$ cat src/rtl/i2s_pkg.sv
`timescale 1ns/1ps
// i2s_pkg: shared definitions for the I2S transmit and receive paths.
package i2s_pkg;

  // Default bits per channel word.
  localparam int I2S_DATA_W = 16;

  // Number of flops used to bring codec clocks into the CLK domain.
  localparam int I2S_SYNC_STAGES = 2;

  // Serializer state: waiting for the first left half-frame, or running.
  typedef enum logic [0:0] {
    ST_SYNC = 1'b0,
    ST_RUN  = 1'b1
  } i2s_state_e;

endpackage

$ cat src/rtl/i2s_tx_fifo.sv
`timescale 1ns/1ps
// i2s_tx_fifo: small synchronous FIFO holding packed {left, right} sample
// pairs. Pointers carry one extra wrap bit so full and empty can be told
// apart by the pointer MSBs. Pushes while full and pops while empty are
// ignored.
module i2s_tx_fifo #(
  parameter int WIDTH = 32,
  parameter int DEPTH = 4
) (
  input  logic             clk,
  input  logic             rst_n,
  input  logic             push,
  input  logic [WIDTH-1:0] push_data,
  input  logic             pop,
  output logic [WIDTH-1:0] pop_data,
  output logic             full,
  output logic             empty
);

  localparam int AW = $clog2(DEPTH);

  logic [AW:0]      wr_ptr_q, wr_ptr_d;
  logic [AW:0]      rd_ptr_q, rd_ptr_d;
  logic [WIDTH-1:0] mem_q [DEPTH];
  logic [WIDTH-1:0] mem_d [DEPTH];
  logic             push_ok_s;
  logic             pop_ok_s;

  assign empty     = (wr_ptr_q == rd_ptr_q);
  assign full      = (wr_ptr_q[AW] != rd_ptr_q[AW]) &&
                     (wr_ptr_q[AW-1:0] == rd_ptr_q[AW-1:0]);
  assign push_ok_s = push && !full;
  assign pop_ok_s  = pop && !empty;
  assign pop_data  = mem_q[rd_ptr_q[AW-1:0]];

  // Next pointer and storage values for accepted pushes and pops.
  always_comb begin
    mem_d = mem_q;
    if (push_ok_s) begin
      wr_ptr_d = wr_ptr_q + (AW+1)'(1);
      mem_d[wr_ptr_q[AW-1:0]] = push_data;
    end else begin
      wr_ptr_d = wr_ptr_q;
    end
    if (pop_ok_s) begin
      rd_ptr_d = rd_ptr_q + (AW+1)'(1);
    end else begin
      rd_ptr_d = rd_ptr_q;
    end
  end

  // Pointer and storage registers; reset leaves the FIFO empty and cleared.
  always_ff @(posedge clk or negedge rst_n) begin
    if (!rst_n) begin
      wr_ptr_q <= {(AW+1){1'b0}};
      rd_ptr_q <= {(AW+1){1'b0}};
      for (int i = 0; i < DEPTH; i++) begin
        mem_q[i] <= {WIDTH{1'b0}};
      end
    end else begin
      wr_ptr_q <= wr_ptr_d;
      rd_ptr_q <= rd_ptr_d;
      mem_q    <= mem_d;
    end
  end

endmodule

$ cat src/rtl/i2s_transmit.sv
`timescale 1ns/1ps
// i2s_transmit: I2S playback serializer. Sample pairs arrive on a
// valid/ready handshake, are buffered in i2s_tx_fifo, and are shifted out
// MSB-first on AUD_DACDAT with the standard one-BCLK delay after each LRCK
// edge. BCLK and LRCK are driven by the codec and synchronized into CLK;
// all serializer activity happens on the detected BCLK falling edge.
// Optional build macro: I2S_TX_REPEAT_EN -- when defined, an underrun
// retransmits the previous pair instead of sending silence.
module i2s_transmit
  import i2s_pkg::*;
#(
  parameter int DATA_W     = I2S_DATA_W,
  parameter int FIFO_DEPTH = 4
) (
  input  logic              CLK,
  input  logic              RESET_N,
  input  logic              in_valid,
  output logic              in_ready,
  input  logic [DATA_W-1:0] in_left,
  input  logic [DATA_W-1:0] in_right,
  input  logic              AUD_BCLK,
  input  logic              AUD_DACLRCK,
  output logic              AUD_DACDAT,
  output logic              underrun
);

  localparam int CW = $clog2(DATA_W + 1);
  localparam int SS = I2S_SYNC_STAGES;

  // Synchronizer chains and BCLK edge detector.
  logic [SS-1:0] bclk_sync_q, bclk_sync_d;
  logic [SS-1:0] lr_sync_q, lr_sync_d;
  logic          bclk_prev_q, bclk_prev_d;
  logic          bclk_s;
  logic          lr_s;
  logic          fall_s;

  // Serializer state.
  i2s_state_e        state_q, state_d;
  logic              lr_prev_q, lr_prev_d;
  logic [DATA_W-1:0] hold_l_q, hold_l_d;
  logic [DATA_W-1:0] hold_r_q, hold_r_d;
  logic [DATA_W-1:0] shift_q, shift_d;
  logic [CW-1:0]     bit_cnt_q, bit_cnt_d;
  logic              dac_q, dac_d;
  logic              underrun_q, underrun_d;

  // FIFO interface.
  logic                fifo_push_s;
  logic                fifo_pop_s;
  logic [2*DATA_W-1:0] fifo_rd_s;
  logic                fifo_full_s;
  logic                fifo_empty_s;

  // Frame-start words and the substitute used when the FIFO is empty.
  logic [DATA_W-1:0] uf_l_s, uf_r_s;
  logic [DATA_W-1:0] start_l_s, start_r_s;
  logic              frame_start_s;
  logic              right_start_s;

  i2s_tx_fifo #(
    .WIDTH (2*DATA_W),
    .DEPTH (FIFO_DEPTH)
  ) u_fifo (
    .clk       (CLK),
    .rst_n     (RESET_N),
    .push      (fifo_push_s),
    .push_data ({in_left, in_right}),
    .pop       (fifo_pop_s),
    .pop_data  (fifo_rd_s),
    .full      (fifo_full_s),
    .empty     (fifo_empty_s)
  );

  assign in_ready    = !fifo_full_s;
  assign fifo_push_s = in_valid && in_ready;
  assign AUD_DACDAT  = dac_q;
  assign underrun    = underrun_q;

  assign bclk_s        = bclk_sync_q[SS-1];
  assign lr_s          = lr_sync_q[SS-1];
  assign fall_s        = bclk_prev_q && !bclk_s;
  assign frame_start_s = fall_s && !lr_s && lr_prev_q;
  assign right_start_s = fall_s && lr_s && !lr_prev_q;

`ifdef I2S_TX_REPEAT_EN
  assign uf_l_s = hold_l_q;
  assign uf_r_s = hold_r_q;
`else
  assign uf_l_s = {DATA_W{1'b0}};
  assign uf_r_s = {DATA_W{1'b0}};
`endif

  // Shift the codec clocks through the synchronizer chains.
  always_comb begin
    bclk_sync_d = {bclk_sync_q[SS-2:0], AUD_BCLK};
    lr_sync_d   = {lr_sync_q[SS-2:0], AUD_DACLRCK};
    bclk_prev_d = bclk_s;
  end

  // Synchronizer and edge-detect flops; LRCK idles high so no false frame start.
  always_ff @(posedge CLK or negedge RESET_N) begin
    if (!RESET_N) begin
      bclk_sync_q <= {SS{1'b0}};
      lr_sync_q   <= {SS{1'b1}};
      bclk_prev_q <= 1'b0;
    end else begin
      bclk_sync_q <= bclk_sync_d;
      lr_sync_q   <= lr_sync_d;
      bclk_prev_q <= bclk_prev_d;
    end
  end

  // Choose the pair for a new frame: FIFO head, or the underrun substitute.
  always_comb begin
    if (fifo_empty_s) begin
      start_l_s = uf_l_s;
      start_r_s = uf_r_s;
    end else begin
      start_l_s = fifo_rd_s[2*DATA_W-1:DATA_W];
      start_r_s = fifo_rd_s[DATA_W-1:0];
    end
  end

  // Next-state and serializer datapath, evaluated only on BCLK falls.
  always_comb begin
    state_d    = state_q;
    lr_prev_d  = lr_prev_q;
    hold_l_d   = hold_l_q;
    hold_r_d   = hold_r_q;
    shift_d    = shift_q;
    bit_cnt_d  = bit_cnt_q;
    dac_d      = dac_q;
    underrun_d = 1'b0;
    fifo_pop_s = 1'b0;
    if (fall_s) begin
      lr_prev_d = lr_s;
      if (frame_start_s) begin
        // Left half-frame begins in either state: fetch a pair, emit delay slot.
        state_d    = ST_RUN;
        fifo_pop_s = !fifo_empty_s;
        underrun_d = fifo_empty_s;
        hold_l_d   = start_l_s;
        hold_r_d   = start_r_s;
        shift_d    = start_l_s;
        bit_cnt_d  = CW'(DATA_W);
        dac_d      = 1'b0;
      end else if (state_q != ST_RUN) begin
        state_d = ST_SYNC;
        dac_d   = 1'b0;
      end else if (right_start_s) begin
        shift_d   = hold_r_q;
        bit_cnt_d = CW'(DATA_W);
        dac_d     = 1'b0;
      end else if (bit_cnt_q != {CW{1'b0}}) begin
        dac_d     = shift_q[DATA_W-1];
        shift_d   = {shift_q[DATA_W-2:0], 1'b0};
        bit_cnt_d = bit_cnt_q - CW'(1);
      end else begin
        dac_d = 1'b0;
      end
    end else begin
      state_d = state_q;
    end
  end

  // FSM state register.
  always_ff @(posedge CLK or negedge RESET_N) begin
    if (!RESET_N) begin
      state_q <= ST_SYNC;
    end else begin
      state_q <= state_d;
    end
  end

  // Serializer datapath and registered outputs.
  always_ff @(posedge CLK or negedge RESET_N) begin
    if (!RESET_N) begin
      lr_prev_q  <= 1'b1;
      hold_l_q   <= {DATA_W{1'b0}};
      hold_r_q   <= {DATA_W{1'b0}};
      shift_q    <= {DATA_W{1'b0}};
      bit_cnt_q  <= {CW{1'b0}};
      dac_q      <= 1'b0;
      underrun_q <= 1'b0;
    end else begin
      lr_prev_q  <= lr_prev_d;
      hold_l_q   <= hold_l_d;
      hold_r_q   <= hold_r_d;
      shift_q    <= shift_d;
      bit_cnt_q  <= bit_cnt_d;
      dac_q      <= dac_d;
      underrun_q <= underrun_d;
    end
  end

endmodule

$ cat config.mk
export PLATFORM = sky130hd
export DESIGN_NAME = i2s_transmit
export DESIGN_NICKNAME = d
export VERILOG_FILES = /design/src/rtl/i2s_pkg.sv /design/src/rtl/i2s_tx_fifo.sv /design/src/rtl/i2s_transmit.sv
export SDC_FILE = /design/constraint.sdc
export NUM_CORES = 1
export LEC_CHECK = 0
export BUFFER_PORTS_ARGS = -buffer_cell sky130_fd_sc_hd__buf_2
export CORE_MARGIN = 10
export CORE_UTILIZATION = 61
export CTS_CLUSTER_DIAMETER = 150
export CTS_CLUSTER_SIZE = 28
export DETAILED_ROUTE_END_ITERATION = 7
export PLACE_DENSITY = 0.79
export SYNTH_ARGS = -nofsm -noshare
export SYNTH_HDL_FRONTEND = slang
export SYNTH_SLANG_ARGS = --single-unit
$ cat constraint.sdc
create_clock -name CLK -period 2.7 [get_ports CLK]
set_input_delay 0.81 -clock CLK [delete_from_list [all_inputs] [get_ports CLK]]
set_output_delay 0.81 -clock CLK [all_outputs]
set_load 0.02 [all_outputs]
Word-level counts from Yosys, hierarchy flattened:

Cells that the tools add are included.

* bits of input ports: 37
* word-level logic and storage cells: 73
* latch bits: 0
* bits in registers: 180
* memories: 0
* memory bits (writable): 0
* memory bits (read-only): 0
* output and inout bits: 3

* equality and inequality tests: 3
* bitwise logic cells: 2
* mux-type cells: 26
* shift-type cells: 0
* div/mod/pow operators: 0
* reductions and logical operators: 20
* order comparisons: 3
* add/sub/neg operators: 3
* multiply operators: 0

Operators by type and width (count)
* 128-bit bitwise mux: 1
* 16-bit two-way mux: 6
* 32-bit two-way mux: 3
* 32-bit binary-select mux with 2-bit select: 1
* 32-bit demux with 2-bit select: 1
* 5-bit two-way mux: 4
* 1-bit logical AND: 10
* 1-bit two-way mux: 10
* 3-bit by 1-bit adder with 3-bit output (second input constant): 2
* 3-bit greater-or-equal comparator (second input constant): 2
* 2-bit inverter with 3-bit output: 2
* 1-bit zero test: 5
* 5-bit nonzero test: 1
* 5-bit by 1-bit subtractor with 5-bit output (second input constant): 1
* 3-bit == test: 1
* 3-bit by 1-bit less-than comparator with 1-bit output (second input constant): 1
* 3-bit AND reduction: 1
* 3-bit nonzero test: 1
* 2-bit == test: 1
* 2-bit AND reduction: 1
* 2-bit nonzero test: 1
* 1-bit inequality test: 1

Logic depth before layout (Yosys ltp):

Gate-level depths: netlist of the first run.

* word-level depth: 7
* gate-level depth with buffers: 7
* mapped depth without buffers: 6

Hierarchy:

From an unflattened synthesis of the first run, not the netlist that was laid out.

* cells, all modules: 585
* area, all modules: 8763.4 um2

Modules (own cells, without submodules)
* i2s_tx_fifo: seq. area each 3353.2 um2, area each 6516.2 um2, instances 1, cells an instance 354
* i2s_transmit: seq. area each 1154.9 um2, area each 2247.2 um2, instances 1, cells an instance 231

Worst setup path after synthesis of the first run:

OpenSTA, ideal clock, no wires.

* path kind: register to register
* from: register bit_cnt_q[0]
* to: register shift_q[10]
* buffers on the path: 1
* arrival: 1984 ps
* clock period less this slack: 2109 ps
* data required time: 2575 ps
* slack: 591 ps
* stages on the path, launching flop included: 8
* setup time: 125 ps
* cells stage by stage: dfrtp_1 -> inv_1 -> ha_1 -> or4b_4 -> a211oi_4 -> nor2_4 -> buf_6 -> mux2_4

* longest elaborated chain between the ends: 3

RTL lines
* from (decl): RTL line i2s_transmit.sv:44 `logic [CW-1:0] bit_cnt_q, bit_cnt_d;`
* from (signal assigned): RTL line i2s_transmit.sv:183 `bit_cnt_q <= {CW{1'b0}};`
* from (signal assigned): RTL line i2s_transmit.sv:191 `bit_cnt_q <= bit_cnt_d;`
* 5-bit nonzero test: RTL line i2s_transmit.sv:155 `end else if (bit_cnt_q != {CW{1'b0}}) begin`
* 3-bit nonzero test (no line)
* 3-bit AND reduction (no line)
* to (signal assigned): RTL line i2s_transmit.sv:182 `shift_q <= {DATA_W{1'b0}};`
* to (signal assigned): RTL line i2s_transmit.sv:190 `shift_q <= shift_d;`
* to (decl): RTL line i2s_transmit.sv:43 `logic [DATA_W-1:0] shift_q, shift_d;`

Every way passes these cells.
A chain may end at the register's enable or synchronous reset.

Worst setup path in the final report of the first run:

* from: register u_fifo.rd_ptr_q[2]
* to: output in_ready

* longest elaborated chain between the ends: 3

RTL lines
* from (decl): RTL line i2s_tx_fifo.sv:23 `logic [AW:0] rd_ptr_q, rd_ptr_d;`
* from (signal assigned): RTL line i2s_tx_fifo.sv:56 `rd_ptr_q <= {(AW+1){1'b0}};`
* from (signal assigned): RTL line i2s_tx_fifo.sv:62 `rd_ptr_q <= rd_ptr_d;`
* 1-bit inequality test: RTL line i2s_tx_fifo.sv:30 `assign full = (wr_ptr_q[AW] != rd_ptr_q[AW]) &&`
* 1-bit logical AND: RTL line i2s_tx_fifo.sv:30
* 1-bit zero test: RTL line i2s_transmit.sv:75 `assign in_ready = !fifo_full_s;`
* to (decl): RTL line i2s_transmit.sv:18 `output logic in_ready,`

Every way passes these cells.

==> impl_metrics.json, run 1 <==
{
  "outcome": "complete, no violations",
  "synthArstFlopShare": 1.000,
  "slowest_delay_ns": 0.46,
  "drt_iter0_markers": 300,
  "endpoint_kind": "output pin",
  "finalHoldViolCount": 0,
  "cp.buffers_inverters": 1,
  "path_cells": "xor2_1 > nand3_1 > buf_2",
  "cp.required_ns": 1.89,
  "r2r_cells": 5,
  "grt_use_total": 0.1912,
  "vdd_ir_drop_max_uv": 831.9,
  "worst_ep_arrival_time_ns": 1.64,
  "fin_nets": 645,
  "cts.hold.buffers_added": 0,
  "final_cell_mix": "176 x dfrtp_1, 135 x mux2_2, 40 x inv_1",
  "crit_type": "reg2out",
  "ys_types": 41,
  "die_x_um": 135.3,
  "synth_nets": 598,
  "hold_path.class": "in2async",
  "max_cap_violations": 0,
  "synth_area_per_cell_um2": 14.61,
  "root_buffer": "clkbuf_16",
  "syn_inst": 555,
  "drv_slew": 0,
  "rsz0062_at_grt": "no",
  "clkTransAtPathRegs_ns": 0.07,
  "fin_util": 0.6993,
  "clock-sinks": 180,
  "wl_per_cell_um": 20.39,
  "ctsResizeCount": 0,
  "start_kind": "flop",
  "synth-edff-count": 0,
  "cts_tree": "done",
  "slew-limit-headroom": 0.6114,
  "post-cts-setup-buffers": 0,
  "grt_max_degree": 58,
  "total_power_uw": 11380,
  "gp_congestion": 0.7812,
  "r2r_slack_ns": 0.42,
  "fmax_mhz": 407.8,
  "io_pins": 40,
  "synth_warnings": 0,
  "min_period_ns": 2.452,
  "antenna_found_initial": 0,
  "area_growth_pct": 13.34,
  "vias": 4684,
  "clockBufferDepth": 2,
  "grt_overflow": 0,
  "grt_pass1_vias": 5178,
  "core_area_mm2": 0.01314,
  "drt-vias-per-instance": 5.922,
  "finClkSkew_ns": 0.007638,
  "start_util": 0.6170,
  "cts_inserted_buffers": 17,
  "tns_ns": 0,
  "cp_max_fo": 5,
  "setup_viol": 0,
  "worst-path-stages": 3,
  "numPortBuffers": 39,
  "fin_crit_sh": 0.9082,
  "firstDrtPassIters": 4,
  "drive_gt1_frac": 0.4504,
  "clkLatencyLatePin_ns": 0.43,
  "grt_first_pass_wirelength_mm": 27.26,
  "synth_ff_type": "dfrtp_1",
  "diodes": 0,
  "drc": 0,
  "htree_levels": 4,
  "wl_mm": 16.13,
  "die_h_um": 135.3,
  "worstMarginPinSlew_ns": 0.5815,
  "p_per_area_mw_per_mm2": 1239,
  "syn_area_mm2": 0.008107,
  "ys_seq_area_frac": 0.5561,
  "power_leakage_uw": 0.004058,
  "rows": 42,
  "cp_slowest_cell": "xor2_1",
  "ys_ff_latch": 180,
  "dieArea_mm2": 0.01830,
  "critPathTopFamily": "XOR/XNOR gates",
  "layout_commonest_cell": "dfrtp_1",
  "dp_hpwl_mm": 10.75,
  "drtAntennaViolNets": 0
}
-- per-layer routing --
metal  track usage  up-vias  part of all wire
met2        0.3142       76              0.51
met1        0.2432     2488              0.44
li1              -     2102                 -
met3       0.05082       18             0.037
met4       0.05981        0             0.012
met5             0        -                 0
-- sequential cells by signal, summed over array words and instances (netlist names) --
| register | flops |
|---|---|
| shift_q | 16 |
| u_fifo.mem_q | 128 |
| AUD_DACDAT | 1 |
| lr_prev_q | 1 |
| bit_cnt_q | 5 |
| state_q | 1 |
| lr_sync_q | 2 |
| u_fifo.rd_ptr_q | 3 |
| hold_r_q | 16 |
| u_fifo.wr_ptr_q | 3 |
| bclk_prev_q | 1 |
| bclk_sync_q | 2 |
| underrun | 1 |
-- through the flow --
step	hold slack, ns	std cells	instance area (um2)	worst slack (ns)
2_1_floorplan	0.3312	555	8107	0.5911
3_3_place_gp	0.3364	759	8607	0.5131
3_5_place_dp	0.3418	759	8607	0.3980
4_1_cts	0.3565	791	9188	0.2334
5_1_grt	0.3588	791	9188	0.1380
6_report	0.3521	791	9188	0.2478
-- Yosys cell counts (4+ instances only) --
cell / number / area (um2)
dfrtp_1: 177 / 4429
mux2_2: 135 / 1520
inv_1: 40 / 150.1
mux4_2: 32 / 720.7
nand2_1: 30 / 112.6
buf_2: 20 / 100.1
o31ai_1: 18 / 135.1
mux2i_1: 15 / 150.1
o22ai_1: 15 / 93.84
mux2_4: 9 / 135.1
clkbuf_1: 6 / 22.52
ha_1: 6 / 75.07
xnor2_1: 6 / 52.55
o21ai_0: 4 / 20.02
xor2_1: 4 / 35.03
-- worst register-to-register path: cells and delay by family, from the launching register on --
| family | cells | cell delay (ns) |
|---|---|---|
| buffers and inverters | 1 | 0.27 |
| DFF | 1 | 0.40 |
| AOI/OAI and AO/OA | 1 | 0.29 |
| xor gates and xnor gates | 1 | 0.46 |
| muxes | 1 | 0.38 |
| and+or+nand+nor | 1 | 0.36 |
-- logic make-up (layout without fill, tap and decap cells) --
logic type / count (synthesis) / in the layout / share of synthesized area
AO/OA/AOI/OAI: 47 / 47 / 0.04353
XOR/XNOR: 10 / 10 / 0.01080
adder cells (fa/ha/maj): 6 / 6 / 0.009260
buffers and inverters: 71 / 131 / 0.03781
flip-flops: 180 / 180 / 0.5561
multiplexers: 191 / 191 / 0.3116
AND/OR/NAND/NOR: 50 / 50 / 0.03087
-- where the power goes --
part | internal [uW] | switching, uW | leakage (uW)
Clock | 1370 | 1060 | 0.000259
Sequential | 4010 | 736 | 0.00216
Combinational | 2380 | 1820 | 0.00164
-- final cells by class --
type                       count  area [um2]
timing repair buffer          59       414.1
sequential                   180        4509
clock buffer                  19       432.9
inverter                      40       150.1
clock inverter                13       147.6
tap                          176       220.2
fill                         894        3950
multi-input combinational    304        3313
-- worst paths after layout --
path,end,start
setup / recovery,in_ready,u_fifo.rd_ptr_q[2]
hold / removal,u_fifo.mem_q[123],RESET_N
setup reg to reg,u_fifo.mem_q[31],u_fifo.rd_ptr_q[2]
hold reg to reg,bclk_sync_q[1],bclk_sync_q[0]
max in group asynchronous,lr_sync_q[0],RESET_N
min in group CLK,bclk_sync_q[1],bclk_sync_q[0]
Note: power is estimated with default switching activity, not from simulation.
==> run 2, diff against run 1 <==
Settings changed: CORE_UTILIZATION 61 to 55, PLACE_DENSITY 0.79 to 0.76.
Clock period 2.7 ns to 2 ns, I/O delays scaled along.
==> run 2 against run 1 <==
Effect of this change:
- the flow now finishes with violations (negative setup slack)
- die area up 9.3%
- combinational power up 44%
- utilization down 4.0 points
- clock skew down 0.0020 ns
- critical path depth up 4
- routed wire length up 3.8%
- worst hold slack worse by 0.29 ns
- largest power group unchanged
- highest routed layer unchanged
==> impl_metrics.json, run 2 (synthesized netlist as in run 1, its figures left out) <==
{
  "outcome": "finished, violations left",
  "violations": "negative setup slack",
  "area_growth_pct": 17.72,
  "root_buffer": "clkbuf_16",
  "fillers": 1008,
  "finalHoldViolCount": 0,
  "grt_use_total": 0.1746,
  "diodes": 0,
  "grt_pass1_vias": 5189,
  "min_period_ns": 2.024,
  "worst-path-stages": 7,
  "r2r_cells": 7,
  "dieArea_mm2": 0.02000,
  "register_area_mm2": 0.004511,
  "start_util": 0.5599,
  "setup.worst_path.start": "bit_cnt_q[1]",
  "slowest_delay_ns": 0.49,
  "cp_max_fo": 8,
  "clockBufferDepth": 2,
  "vdd_ir_drop_max_uv": 920.3,
  "rows": 44,
  "worst_ep_arrival_time_ns": 2.34,
  "routed.top_layer": "met4",
  "numPortBuffers": 39,
  "multiInputGateArea_mm2": 0.003357,
  "fmax_mhz": 494.0,
  "drv_slew": 0,
  "largest_reg_flops": 128,
  "wl_met3_um": 666,
  "slew-limit-headroom": 0.6896,
  "p_per_area_mw_per_mm2": 1709,
  "critPathTopFamily": "simple AND/OR/NAND/NOR gates",
  "top_register": "u_fifo.mem_q",
  "fin_nets": 660,
  "start_kind": "flop",
  "drt-vias-per-instance": 5.821,
  "finClkSkew_ns": 0.005595,
  "setup_viol": 10,
  "fin_crit_sh": 1.012,
  "drtAntennaViolNets": 0,
  "drt_iter0_markers": 303,
  "antenna_found_initial": 0,
  "tns_ns": -0.1760,
  "dp_hpwl_mm": 10.78,
  "io_pins": 40,
  "grt_max_degree": 41,
  "path_cells": "inv_2 > ha_2 > or4b_4 > a211oi_4 > buf_6 > nor2_4 > mux2_4",
  "clock-sinks": 180,
  "power_leakage_uw": 0.004245,
  "endpoint_kind": "flop",
  "clkTransAtPathRegs_ns": 0.06,
  "drive_gt1_frac": 0.4745,
  "cp.buffers_inverters": 2,
  "firstDrtPassIters": 4,
  "finalWorstSetupSlack_ns": -0.02412,
  "hold_path.class": "in2async",
  "cts.hold.buffers_added": 0,
  "grt_first_pass_wirelength_mm": 27.44,
  "final_cell_mix": "175 x dfrtp_1, 135 x mux2_2, 39 x inv_1",
  "dr_wl_met2_mm": 8.623,
  "largest_registers": "u_fifo.mem_q: 128 flops, hold_r_q: 16 flops, shift_q: 16 flops",
  "worstMarginPinSlew_ns": 0.4646,
  "gp_congestion": 0.8394,
  "max_cap_violations": 0,
  "die_h_um": 141.4,
  "wl_mm": 16.74,
  "core_area_mm2": 0.01448,
  "htree_levels": 4,
  "cts_inserted_buffers": 17,
  "r2r_start": "bit_cnt_q[1]",
  "drc": 0,
  "hold-worst-slack_ns": 0.06695,
  "clkLatencyLatePin_ns": 0.43,
  "wl_met1_mm": 7.254,
  "vias": 4727,
  "layout_commonest_cell": "dfrtp_1",
  "dpl_worst_slack_ns": -0.03151,
  "cp_slowest_cell": "or4b_4",
  "wl_per_cell_um": 20.61,
  "crit_type": "reg2reg",
  "die_x_um": 141.4,
  "rsz0062_at_grt": "yes",
  "cts_tree": "done",
  "grt_overflow": 0,
  "cp.required_ns": 2.31
}
[run 2: worst register-to-register path: cells and delay by family (launching register included)]
kind | cells | cell delay (ns)
mux | 1 | 0.32
buf+inv | 2 | 0.21
fa+ha+maj | 1 | 0.17
compound gates | 1 | 0.26
simple gates | 2 | 0.56
flops | 1 | 0.39
[run 2: path summary, 6_finish.rpt]
path	slack (ns)	endpoint
worst max-delay path	-0.02	shift_q[9]
worst min-delay path	0.07	u_fifo.mem_q[91]
worst max register to register	-0.02	shift_q[9]
worst min register to register	0.35	bclk_sync_q[1]
max in group asynchronous	1.35	lr_sync_q[1]
min in group CLK	0.28	lr_sync_q[0]
[run 2: layer usage]
layer  vias up  GRT usage
li1       2137          -
met1      2479     0.2161
met2        96     0.2937
met3        15    0.05073
met4         0    0.04572
met5         -          0
[run 2: repair_timing]
| item | in CTS | in global routing |
|---|---|---|
| setup endpoints to repair | 19 | 21 |
| buffers inserted | 5 | 2 |
| gates cloned | 1 | 0 |
| pin swaps | 0 | 2 |
| resized for setup | 6 | 3 |
[run 2: cell type report]
class / count / share of cell area
inverters: 40 / 0.01573
clock buffers: 20 / 0.04786
clock inverters: 10 / 0.02386
multi-input cells: 305 / 0.3518
flip-flops and latches: 180 / 0.4727
repair buffers: 73 / 0.06398
well taps: 184 / 0.02412
[run 2: per-stage QoR]
step / utilization / total power, uW / instances / cell area (um2)
2_1_floorplan: - / 10530 / 555 / 8107
3_3_place_gp: 0.6048 / 11960 / 774 / 8757
3_5_place_dp: 0.6048 / 12350 / 774 / 8757
4_1_cts: 0.6574 / 16340 / 810 / 9519
5_1_grt: 0.6591 / 17240 / 812 / 9543
6_report: 0.6591 / 16310 / 812 / 9543
[run 2: power by group]
part | switching (uW) | leakage (uW) | total [uW] | internal, uW
Sequential | 997 | 0.00216 | 6410 | 5410
Clock | 1330 | 0.000332 | 3850 | 2520
Combinational | 2570 | 0.00175 | 6040 | 3470
